## config.mk

```make
export PLATFORM = sky130hd
export DESIGN_NAME = lsu_writeback
export DESIGN_NICKNAME = d
export VERILOG_FILES = /design/src/rtl/lsu_writeback.sv
export SDC_FILE = /design/constraint.sdc
export NUM_CORES = 1
export LEC_CHECK = 0
export CAP_MARGIN = 30
export CORE_UTILIZATION = 46
export CTS_CLUSTER_DIAMETER = 80
export DETAILED_ROUTE_END_ITERATION = 16
export GPL_TIMING_DRIVEN = 1
export MAX_ROUTING_LAYER = met4
export PLACE_DENSITY = 0.93
export SYNTH_ARGS = -nofsm -noshare
export SYNTH_HDL_FRONTEND = slang
export SYNTH_SLANG_ARGS = --single-unit
```

## constraint.sdc

```tcl
create_clock -name clk -period 1.9 [get_ports clk]
set_input_delay 0.19 -clock clk [delete_from_list [all_inputs] [get_ports clk]]
set_output_delay 0.19 -clock clk [all_outputs]
set_load 0.01 [all_outputs]
```

## src/rtl/lsu_writeback.sv

```systemverilog
// Memory/writeback stage: runs the data-memory handshake for loads and stores,
// aligns/extends load data and is the single writer of the register file port.
module lsu_writeback #(
  parameter int unsigned MAX_WAIT = 16
) (
  input  logic        clk,
  input  logic        rst,
  input  logic        in_valid,
  output logic        in_ready,
  input  logic [1:0]  in_kind,
  input  logic [2:0]  in_funct3,
  input  logic [4:0]  in_rd_addr,
  input  logic [31:0] in_result,
  input  logic [31:0] in_store_data,
  output logic        mem_req,
  output logic        mem_we,
  output logic [31:0] mem_addr,
  output logic [31:0] mem_wdata,
  output logic [3:0]  mem_wstrb,
  input  logic        mem_ack,
  input  logic [31:0] mem_rdata,
  output logic        rf_en,
  output logic [4:0]  rf_rd_addr,
  output logic [31:0] rf_data,
  output logic        misalign_err,
  output logic        timeout_err
);

  typedef enum logic [1:0] {StIdle, StMem, StWb} state_e;

  localparam logic [1:0] KindAlu   = 2'b00;
  localparam logic [1:0] KindLoad  = 2'b01;
  localparam logic [1:0] KindStore = 2'b10;
  localparam logic [7:0] LastCnt   = 8'(MAX_WAIT - 1);

  state_e      state_q, state_d;
  logic        live_q;
  logic [1:0]  kind_q, kind_d;
  logic [2:0]  f3_q, f3_d;
  logic [4:0]  rd_q, rd_d;
  logic [31:0] addr_q, addr_d;
  logic [31:0] sdata_q, sdata_d;
  logic [31:0] wb_data_q, wb_data_d;
  logic [7:0]  cnt_q, cnt_d;
  logic        misalign_q, misalign_d;
  logic        timeout_q, timeout_d;

  logic        accept;
  logic        legal;
  logic [31:0] load_data;
  logic [7:0]  load_byte;
  logic [15:0] load_half;

  // Legality and alignment of the incoming access, judged on the raw inputs.
  always_comb begin
    legal = 1'b0;
    if (in_kind == KindLoad) begin
      legal = (in_funct3 == 3'b000) || (in_funct3 == 3'b001) || (in_funct3 == 3'b010) ||
              (in_funct3 == 3'b100) || (in_funct3 == 3'b101);
    end else if (in_kind == KindStore) begin
      legal = (in_funct3 == 3'b000) || (in_funct3 == 3'b001) || (in_funct3 == 3'b010);
    end
    if (in_funct3[1:0] == 2'b01 && in_result[0] != 1'b0) legal = 1'b0;
    if (in_funct3[1:0] == 2'b10 && in_result[1:0] != 2'b00) legal = 1'b0;
  end

  // Pick the addressed byte/half out of the returned word and extend it.
  always_comb begin
    load_byte = 8'(mem_rdata >> {addr_q[1:0], 3'b000});
    load_half = addr_q[1] ? mem_rdata[31:16] : mem_rdata[15:0];
    unique case (f3_q[1:0])
      2'b00:   load_data = {{24{load_byte[7] & ~f3_q[2]}}, load_byte};
      2'b01:   load_data = {{16{load_half[15] & ~f3_q[2]}}, load_half};
      default: load_data = mem_rdata;
    endcase
  end

  // Next-state: capture on accept, memory wait with timeout, one-cycle writeback.
  always_comb begin
    state_d    = state_q;
    kind_d     = kind_q;
    f3_d       = f3_q;
    rd_d       = rd_q;
    addr_d     = addr_q;
    sdata_d    = sdata_q;
    wb_data_d  = wb_data_q;
    cnt_d      = cnt_q;
    misalign_d = 1'b0;
    timeout_d  = 1'b0;
    accept     = in_valid & in_ready;
    unique case (state_q)
      StIdle: begin
        if (accept) begin
          kind_d  = in_kind;
          f3_d    = in_funct3;
          rd_d    = in_rd_addr;
          addr_d  = in_result;
          sdata_d = in_store_data;
          cnt_d   = 8'd0;
          if (in_kind == KindAlu) begin
            wb_data_d = in_result;
            state_d   = StWb;
          end else if (in_kind == KindLoad || in_kind == KindStore) begin
            if (legal) state_d = StMem;
            else       misalign_d = 1'b1;
          end
        end
      end
      StMem: begin
        // An ack in the limit cycle takes priority over the timeout.
        if (mem_ack) begin
          if (kind_q == KindLoad) begin
            wb_data_d = load_data;
            state_d   = StWb;
          end else begin
            state_d = StIdle;
          end
        end else if (cnt_q == LastCnt) begin
          state_d   = StIdle;
          timeout_d = 1'b1;
        end else begin
          cnt_d = cnt_q + 8'd1;
        end
      end
      StWb:    state_d = StIdle;
      default: state_d = StIdle;
    endcase
  end

  // State and captured-operand registers with synchronous active-low reset.
  always_ff @(posedge clk) begin
    if (!rst) begin
      state_q    <= StIdle;
      live_q     <= 1'b0;
      kind_q     <= 2'b00;
      f3_q       <= 3'b000;
      rd_q       <= 5'd0;
      addr_q     <= 32'd0;
      sdata_q    <= 32'd0;
      wb_data_q  <= 32'd0;
      cnt_q      <= 8'd0;
      misalign_q <= 1'b0;
      timeout_q  <= 1'b0;
    end else begin
      state_q    <= state_d;
      live_q     <= 1'b1;
      kind_q     <= kind_d;
      f3_q       <= f3_d;
      rd_q       <= rd_d;
      addr_q     <= addr_d;
      sdata_q    <= sdata_d;
      wb_data_q  <= wb_data_d;
      cnt_q      <= cnt_d;
      misalign_q <= misalign_d;
      timeout_q  <= timeout_d;
    end
  end

  // Outputs decoded from state and registered operands only.
  always_comb begin
    // live_q keeps in_ready low for every cycle spent in reset.
    in_ready     = (state_q == StIdle) & live_q;
    mem_req      = (state_q == StMem);
    mem_we       = mem_req & (kind_q == KindStore);
    mem_addr     = mem_req ? {addr_q[31:2], 2'b00} : 32'd0;
    mem_wdata    = 32'd0;
    mem_wstrb    = 4'b0000;
    if (mem_we) begin
      unique case (f3_q[1:0])
        2'b00: begin
          mem_wdata = {4{sdata_q[7:0]}};
          mem_wstrb = 4'b0001 << addr_q[1:0];
        end
        2'b01: begin
          mem_wdata = {2{sdata_q[15:0]}};
          mem_wstrb = addr_q[1] ? 4'b1100 : 4'b0011;
        end
        default: begin
          mem_wdata = sdata_q;
          mem_wstrb = 4'b1111;
        end
      endcase
    end
    rf_en        = (state_q == StWb) & (rd_q != 5'd0);
    rf_rd_addr   = (state_q == StWb) ? rd_q : 5'd0;
    rf_data      = (state_q == StWb) ? wb_data_q : 32'd0;
    misalign_err = misalign_q;
    timeout_err  = timeout_q;
  end

endmodule

```

Word level (Yosys, flattened, before mapping) --
Index checks and enable logic that the tools add are counted.
Cells by class: add/sub/neg operators 1, eq/ne operators 23, shifts and indexed selects 2, muxes and demuxes 34, bitwise gates (word level) 12, reduce and logical (&&, ||, !) cells 20
Operators by type and width (count):
- two-way mux 32 bit | 7
- case mux 32 bit (2 select lines) | 3
- >> shifter 32 x 5 -> 8 bit | 1
- two-way mux 8 bit | 3
- two-way mux 16 bit | 1
- case mux 8 bit (2 select lines) | 1
- two-way mux 2 bit | 7
- == test 2 x 1 -> 1 bit, second input constant | 5
- adder 8 x 1 -> 8 bit, second input constant | 1
- == test 2 bit, second input constant | 4
- == test 8 x 4 -> 1 bit, second input constant | 1
- two-way mux 4 bit | 2
- != test 2 bit, second input constant | 4
- case mux 4 bit (2 select lines) | 1
- AND reduction 4 bit | 2
- two-way mux 1 bit | 7
- AND 1 bit | 6
- == test 3 bit, second input constant | 2
- zero test 2 bit | 3
- != test 3 bit, second input constant | 2
- NOT 1 bit | 6
- logical OR 1 bit | 5
- two-way mux 5 bit | 1
- AND reduction 5 bit | 1
- 13 further kinds | 16
Storage, ports and cells: flip-flop bits (word level) 119, bits of input ports 110, output and inout port bits 111, logic and storage cells 103

Depth between registers and ports, before layout --
Gate-level depths: netlist of the first run.
depth in word-level cells 13, mapped depth 8, mapped depth without buffers 6

Least setup slack after synthesis of the first run --
No wires, ideal clock.
kind reg2out, start point reg state_q[0], end point out mem_wstrb[0], arrival 1.441 ns, data required time 1.710 ns, path slack 0.269 ns, cell stages (with the launch flop) 8, path buffers 2, cell sequence dfxtp_1 nand2b_1 buf_6 clkinv_8 nand3b_1 inv_1 clkbuf_1 and2_1
On the way: word-level cells in the longest chain between the ends 3
Ends and longest elaborated chain:
- start, declared | RTL line 36 | state_e state_q, state_d;
- start signal, assigned | RTL line 133 | state_q <= StIdle;
- start signal, assigned | RTL line 145 | state_q <= state_d;
- == test 2 x 1 -> 1 bit | RTL line 163 | mem_req = (state_q == StMem);
- AND 1 bit | RTL line 164 | mem_we = mem_req & (kind_q == KindStore);
- named net mem_we | RTL line 16 | output logic mem_we,
- two-way mux 4 bit | RTL line 168 | if (mem_we) begin
- end, declared | RTL line 19 | output logic [3:0] mem_wstrb,
The timed path passes the listed nets, and every way through them passes these cells.

Final worst setup path of the first run --
start point reg addr_q[0], end point out mem_wstrb[0]
On the way: word-level cells in the longest chain between the ends 3
Ends and longest elaborated chain:
- start, declared | RTL line 41 | logic [31:0] addr_q, addr_d;
- start signal, assigned | RTL line 150 | addr_q <= addr_d;
- << shifter 1 x 2 -> 4 bit | RTL line 172 | mem_wstrb = 4'b0001 << addr_q[1:0];
- case mux 4 bit (2 select lines) | RTL line 169 | unique case (f3_q[1:0])
- two-way mux 4 bit | RTL line 168
Every way passes these cells.

==> results of run 1 <==
-- power by group through the flow --
stage               Combinational (W)  Clock [W]  Sequential, W
detailed placement           0.000895          0        0.00271
floorplan                    0.000444          0        0.00269
global route                  0.00103    0.00370        0.00267
global placement             0.000875          0        0.00270
finish                       0.000973    0.00356        0.00266
CTS                          0.000934    0.00358        0.00266
-- critical path: stages (launching register included) --
cell and delay, ns:
dfxtp_2 0.42, nand2b_1 0.13, a21o_1 0.27, and2_1 0.18
dlygate4sd2_1 0.27
-- cell type report --
class | instances | area (um2)
clock inverter | 15 | 226
inverter | 17 | 76.3
tap | 180 | 225
sequential | 119 | 2390
multi-input combinational | 623 | 3820
antenna | 1 | 2.50
fill | 1019 | 3990
timing repair buffer | 300 | 2670
clock buffer | 17 | 425
-- per-stage QoR --
stage                     utilization [%]  power (W)  instance area, um2  setup TNS (ns)  cells
after detailed placement             66.5    0.00361                9190         -0.0149   1218
final                                71.2    0.00719                9840               0   1272
after global routing                 71.1    0.00740                9840           -1.91   1271
after floorplan                         -    0.00313                6520               0    830
after global placement               66.5    0.00358                9190               0   1218
after CTS                            71.6    0.00718                9910          -0.596   1268
-- how the worst max path moves through the flow --
stage / from / end / slack [ns] / cells past startpoint
2_1_floorplan: state_q[0] / mem_wstrb[0] / 0.27 / 7
3_3_place_gp: state_q[1] / mem_wstrb[3] / 0.03 / 7
3_5_place_dp: in_kind[1] / wb_data_q[29] / -0.006 / 8
4_1_cts: state_q[1] / mem_wdata[27] / -0.07 / 7
5_1_grt: state_q[1] / mem_wdata[1] / -0.1 / 7
6_report: addr_q[0] / mem_wstrb[0] / 0.006 / 4
-- repair_timing --
action / in CTS / in global routing
pin swaps: 3 / 1
setup buffers: 14 / 4
setup endpoints to repair: 107 / 86
gates cloned: 4 / 1
resized for setup: 358 / 61
-- sequential cells by signal (all words and copies together) (netlist names) --
| register | flops |
|---|---|
| live_q | 1 |
| rd_q | 5 |
| addr_q | 32 |
| timeout_err | 1 |
| kind_q | 2 |
| cnt_q | 8 |
| misalign_err | 1 |
| f3_q | 3 |
| wb_data_q | 32 |
| sdata_q | 32 |
| state_q | 2 |
-- routing by layer --
layer | global-route usage (%) | share of wire [%]
met2 | 55.4 | 49
met5 | - | 0
met1 | 35.0 | 37
met3 | 7.71 | 8.4
met4 | 20.7 | 5.1
-- placed cells by master, fill, tap and decap left out, drive strengths merged, types with 4 or more instances in the layout --
cell type,Yosys,layout
nand2,197,197
buf,34,150
dfxtp,119,119
clkdlybuf4s50,0,111
a21oi,97,97
and2,77,77
nor2,56,56
mux2i,43,43
clkbuf,37,33
o31ai,24,24
inv,16,17
a211oi,16,16
a22o,16,16
clkdlybuf4s15,0,15
nand3,14,14
o21ai,12,12
a221oi,9,9
o311a,8,8
dlygate4sd2,0,8
clkinv,1,7
ha,5,5
bufinv,0,5
nor2b,4,4
-- cell families after synthesis --
logic type               Yosys count  synth area share, %
AND/OR/NAND/NOR                  372                 26.3
AO/OA/AOI/OAI                    200                 22.8
buffers and inverters             88                 6.61
flip-flops                       119                 36.6
other                              1               0.0575
adder cells (fa/ha/maj)            5                0.960
multiplexers                      44                 6.78
==> flow_summary_export.csv, run 1 <==
group,metric,value,unit
sta,fmax,528,MHz
power,power_switching_share,24.9,%
route,drt_iter0_markers,579,
sta,worst_slack,0.00578,ns
placement,post-place-ws,-0.00587,ns
worst_setup_path,timing.rr.end,"wb_data_q[9]",
power,combPwrFrac,13.5,%
grt,grt_use_total,33.0,%
sta,hold_viol,0,
sta,finClkSkew,0.00788,ns
route,wl,24300,um
worst_setup_path,end_kind,"output port",
route,wire_per_inst,19.1,um
cells_and_area,drive_above_1_share,22.7,%
power,power_density,731,nW/um2
min_path,hold_path.class,"primary input to register",
worst_setup_path,r2r_setup_slack,0.03,ns
placement,io_buffers,218,
floorplan,io_pins,221,
logic_synthesis,synth_top_flop_cell,"dfxtp_1",
floorplan,die_w,121,um
cts,cts.clk_slew.worst_paths,0.06,ns
logic_synthesis,synthCells,829,
logic_synthesis,synth_top_area_share,36.6,%
cts,cts.path.max_buffers,2,
logic_synthesis,synth_most_common_cell,"nand2_1",
worst_setup_path,start_kind,"register",
route,dr.pass1.iters,6,
floorplan,die-area,14600,um2
logic_synthesis,yosysTopAreaCell,"dfxtp_1",
logic_synthesis,syn_area_per_cell,7.86,um2
logic_synthesis,synth_common_cells,"197 x nand2_1, 119 x dfxtp_1, 97 x a21oi_1",
flow_run,cap_violations,0,
cts,postCtsHoldBufs,0,
power,p_leak,4.10,nW
worst_setup_path,arrival,1.70,ns
cts,cts-root-buf,"clkbuf_16",
worst_setup_path,worstPathRequired,1.71,ns
logic_synthesis,synth_edf_count,0,
power,vdd_drop_max,561,uV
sta,fin_crit_sh,99.7,%
logic_synthesis,ys_seq_area_share,36.6,%
route,via_count,7318,
placement,gp_congestion,0.978,
route,ant_nets,0,
cts,cts_tree,"done",
sta,worstMarginPinSlew,0.560,ns
min_path,whs_endpoint,"sdata_q[27]",
route,viasPerCell,5.75,
floorplan,initial_core_util,47.1,%
logic_synthesis,ys.warnings.count,0,
grt,grt-ovfl-total,0,
sta,relSlewSlack,62.6,%
worst_setup_path,path_max_fanout,6,
power,pwr-share-seq,37.0,%
logic_synthesis,yosys-top-cells-area,"dfxtp_1 37%, nand2_1 11%, a21oi_1 7.5%",
min_path,min_from,"in_store_data[27]",
outcome,outcome,"complete, no violations",
sta,rsz0062_at_grt,"yes",
sta,setup_violations,0,
sta,period_minus_slack,1.89,ns
cts,clock_latency,0.42,ns
sta,hold_slack,0.314,ns
grt,grt_max_degree,49,
min_path,whs_path_depth,3,
worst_setup_path,rr_startpoint,"state_q[1]",
cts,h-tree-depth,4,
cts,cts_made_buffers,17,
power,clock_power_share,49.5,%
grt,grt_first_pass_wirelength,35600,um
floorplan,rows,43,
logic_synthesis,async_flop_share,0,%
sta,drv_slew,0,
cells_and_area,layout.nets,1193,
logic_synthesis,synth-seq-cells,119,
floorplan,core_area,13800,um2
power,power.switching,0.00179,W
placement,dpl.hpwl,15300,um
power,internal-power,0.00540,W
floorplan,die_h,121,um
cells_and_area,syn_to_final_growth,51.0,%
logic_synthesis,synth_cell_types,51,
worst_setup_path,critPathKind,"register to output port",
cts,clkSinkCount,119,
grt,antenna_found_initial,0,
worst_setup_path,reg2reg_depth,9,
route,drc,0,
logic_synthesis,mappedNetlistArea,6520,um2
grt,grt_pass1_vias,6943,
(Power assumes the default switching activity.)
==> run 2: changes to the inputs <==
--- a/config.mk
+++ b/config.mk
@@ -12,6 +12,7 @@
 export GPL_TIMING_DRIVEN = 1
 export MAX_ROUTING_LAYER = met4
 export PLACE_DENSITY = 0.93
+export SLEW_MARGIN = 20
 export SYNTH_ARGS = -nofsm -noshare
 export SYNTH_HDL_FRONTEND = slang
 export SYNTH_SLANG_ARGS = --single-unit
==> results of run 2 <==
The final DEF is identical to that of run 1; final timing and power are the same.
==> variant 1, RTL diff (config.mk and constraints of run 2) <==
Put a register stage on the output `timeout_err`. The value now appears one clock later. The other outputs are not delayed to match.
--- a/src/rtl/lsu_writeback.sv
+++ b/src/rtl/lsu_writeback.sv
@@ -32,6 +32,8 @@
   localparam logic [1:0] KindLoad  = 2'b01;
   localparam logic [1:0] KindStore = 2'b10;
   localparam logic [7:0] LastCnt   = 8'(MAX_WAIT - 1);
+
+  logic timeout_err_d;
 
   state_e      state_q, state_d;
   logic        live_q;
@@ -185,7 +187,11 @@
     rf_rd_addr   = (state_q == StWb) ? rd_q : 5'd0;
     rf_data      = (state_q == StWb) ? wb_data_q : 32'd0;
     misalign_err = misalign_q;
-    timeout_err  = timeout_q;
+    timeout_err_d = timeout_q;
+  end
+
+  always_ff @(posedge clk) begin
+    timeout_err <= timeout_err_d;
   end
 
 endmodule
Formal check against the unedited RTL: same outputs for any inputs over 4 cycles, from zero or initial values and one cycle with rst low; that may be too few to reach the edited logic, so the function may still have changed.
==> variant 1 against run 2 <==
The run now ends with negative setup slack left; synthesized area up 0.31%; maximum frequency down 0.50%; non-clock buffer count down 3; sequential cell count up 1; total power up 0.36%; final area up 1.9%; routed wire length down 3.9%; worst setup slack worse by 0.0095 ns; cell count down 0.24%; die area up 0.30%; critical endpoint is now rf_data[12]; largest cell class unchanged; highest routed layer unchanged.
==> variant 1: results <==
[synthesis]
synth_area_per_cell_um2 = 7.88
ys_types = 51
seq_area_frac_synth = 0.368
async_flop_share = 0
yosys-top-cells-area = dfxtp_1 (37%), nand2_1 (11%), a21oi_1 (7.4%), and2_1 (7.4%), mux2i_1 (6.6%)
netlist_top_cells_count = nand2_1 (197), dfxtp_1 (120), a21oi_1 (97)

[power_and_ir_drop]
powerComb_mw = 0.971
pg_clk_mw = 3.57
leakage_nw = 4.02
max-vdd-ir-drop_mv = 0.558
p_int_mw = 5.49
power_density_nw_per_um2 = 720

[clock_tree]
htree_levels = 4
clk_pin_slew_worst_paths_ns = 0.06
cts_buffers = 17
root_buffer = clkbuf_16

[route]
vias_per_cell = 5.70
first_pass_iters = 5
routed_wirelength_um = 23400
drtIter0Drc = 572

[grt]
grt_max_degree = 58
track_usage = 0.323
grt_pass1_wl_um = 35300
antenna_found_initial = 0
grt_pass1_vias = 7009

[sta]
timing.hold.ws_ns = 0.312
tns_ns = -0.00374
setup_violations = 1
postLayoutSetupSlackWorst_ns = -0.00374
finalClockSkew_ns = 0.00821

[finish]
antenna_cells = 0
syn2layout_area_growth_pct = 53.4
finalNetCount = 1191
fin_cells = 1269
drive_above_1_share = 0.219
fill_cells = 1038

[worst_setup_path]
regToRegEndpoint = wb_data_q[23]$_SDFFE_PN0P_
slowest_delay_ns = 0.33
slowest_stage = dfxtp_2
crit_end = rf_data[12]
worstReg2RegStart = f3_q[0]$_SDFFE_PN0P_
ff2ff_path_depth = 7
cp_max_fo = 10
path_delay_family = buffers and inverters
critPathLaunch = state_q[1]$_SDFFE_PN0P_

[hold_path]
min-delay-start = in_store_data[21]
hold_end = sdata_q[21]$_SDFFE_PN0P_
whs_path_depth = 3

[place]
dpl-instance-area_um2 = 9280
hpwl_um = 15700
numPortBuffers = 218
dpl_worst_slack_ns = -0.338
gp_congestion = 0.927

[run_status]
status = finished with violations
violations = negative setup slack
==> variant 1: area by class of cell <==
| type | count | area share |
|---|---|---|
| multi-input combinational | 623 | 0.382 |
| timing repair buffer | 297 | 0.281 |
| sequential | 120 | 0.241 |
| clock inverter | 12 | 0.0197 |
| inverter | 17 | 0.00786 |
| clock buffer | 20 | 0.0456 |
| tap | 180 | 0.0225 |
==> variant 1: what timing repair did <==
item / 4_1_cts / 5_1_grt
setup buffers: 8 / 5
cloned: 2 / 3
pin swaps: 2 / 6
setup endpoints to repair: 117 / 115
resized for setup: 267 / 107
==> variant 1: cell families after synthesis <==
family / share of synthesized area
AO/OA/AOI/OAI: 0.227
adder cells (fa/ha/maj): 0.00957
buffers and inverters: 0.0658
flip-flops: 0.368
multiplexers: 0.0676
other: 0.000574
AND/OR/NAND/NOR: 0.262
==> variant 1: routing by layer <==
metal	share of wire	vias to the layer above	track usage
li1	-	3332	-
met1	0.38	3405	0.366
met2	0.50	409	0.544
met3	0.081	84	0.0625
met4	0.040	0	0.157
met5	0	-	-
==> variant 2, RTL diff (settings of run 2) <==
Without the edit above. The parameter `MAX_WAIT` goes from 16 to 12.
--- a/src/rtl/lsu_writeback.sv
+++ b/src/rtl/lsu_writeback.sv
@@ -1,7 +1,7 @@
 // Memory/writeback stage: runs the data-memory handshake for loads and stores,
 // aligns/extends load data and is the single writer of the register file port.
 module lsu_writeback #(
-  parameter int unsigned MAX_WAIT = 16
+  parameter int unsigned MAX_WAIT = 12
 ) (
   input  logic        clk,
   input  logic        rst,
Behaviour: same outputs for any inputs over 4 cycles, from zero or initial values and one cycle with rst low; that may be too few to reach the edited logic, so the function may still have changed.
==> variant 2 against run 2 <==
Routed wire length is 6.7% lower; utilization up 0.10 points; register-to-register slack better by 0.05 ns; synthesized area fell by 2.2%; total power is 4.3% lower; combinational power shrank 6.4%; final area down 3.0%; die area fell by 2.2%; worst setup slack improved by 0.037 ns; sequential cell count unchanged; largest power group unchanged; critical endpoint is now mem_wstrb[1].
==> variant 2: results <==
[synthesis]
synthMuxAreaShare = 0.0577
yosys-top-cells-area = dfxtp_1 (37%), nand2_1 (11%), and2_1 (7.6%), a21oi_1 (7.5%), mux2i_1 (4.7%)
netlist_top_cells_count = nand2_1 (193), dfxtp_1 (119), a21oi_1 (96)
synth-xor-area-share = 0.00825
ys_types = 57

[power_and_ir_drop]
leakage_nw = 3.91
switching_share = 0.251
powerComb_mw = 0.911
p_clk_frac = 0.481
max-vdd-ir-drop_mv = 0.554
seqPwrFrac = 0.387

[place]
dpl-instance-area_um2 = 8900
gp_congestion = 0.925
dpl_worst_slack_ns = -0.141

[sta]
tightestPinTransition_ns = 0.583
timing.hold.ws_ns = 0.314
fin_crit_ns = 1.86
finalClockSkew_ns = 0.0145

[run_status]
status = finished, final reports clean

[grt]
grt_pass1_vias = 6839
grt_pass1_wl_um = 35300

[worst_setup_path]
cp.arrival_ns = 1.67
crit_end = mem_wstrb[1]
ff2ff_path_depth = 4
slowest_delay_ns = 0.33
r2r_slack_ns = 0.08
critPathLaunch = state_q[1]$_SDFFE_PN0P_
worstReg2RegStart = addr_q[1]$_SDFFE_PN0P_

[hold_path]
hold_end = sdata_q[13]$_SDFFE_PN0P_

[finish]
fill_cells = 1015
antenna_cells = 0
fin_cells = 1250
finalNetCount = 1176

[clock_tree]
postCtsResizedCells = 313

[route]
wl_per_cell_um = 18.1
vias = 7026
first_pass_iters = 5
variant 2: changes by cell type in the layout (fill, tap and decap cells not counted), moves of 9 or more:
cell,run 2,this run
nand3_1,14,2
o32ai_1,0,16
buf_4,57,42
clkdlybuf4s15_1,14,30
buf_2,64,53
a211oi_1,16,3
a221oi_2,0,10
o31ai_4,9,0
mux2i_1,40,29
o31ai_1,13,1
a22o_1,16,1
clkbuf_2,15,3
variant 2: final cells by class:
type | count | area (µm²) | area share
Clock buffer | 20 | 457 | 0.0478
Clock inverter | 12 | 151 | 0.0159
Tap cell | 176 | 220 | 0.0231
Timing Repair Buffer | 278 | 2550 | 0.267
Inverter | 25 | 101 | 0.0106
Sequential cell | 119 | 2390 | 0.250
Multi-Input combinational cell | 620 | 3680 | 0.386
variant 2: per-layer routing:
layer	track usage	part of all wire
met1	0.386	0.40
met2	0.523	0.47
met3	0.0841	0.085
met4	0.156	0.040
met5	-	0
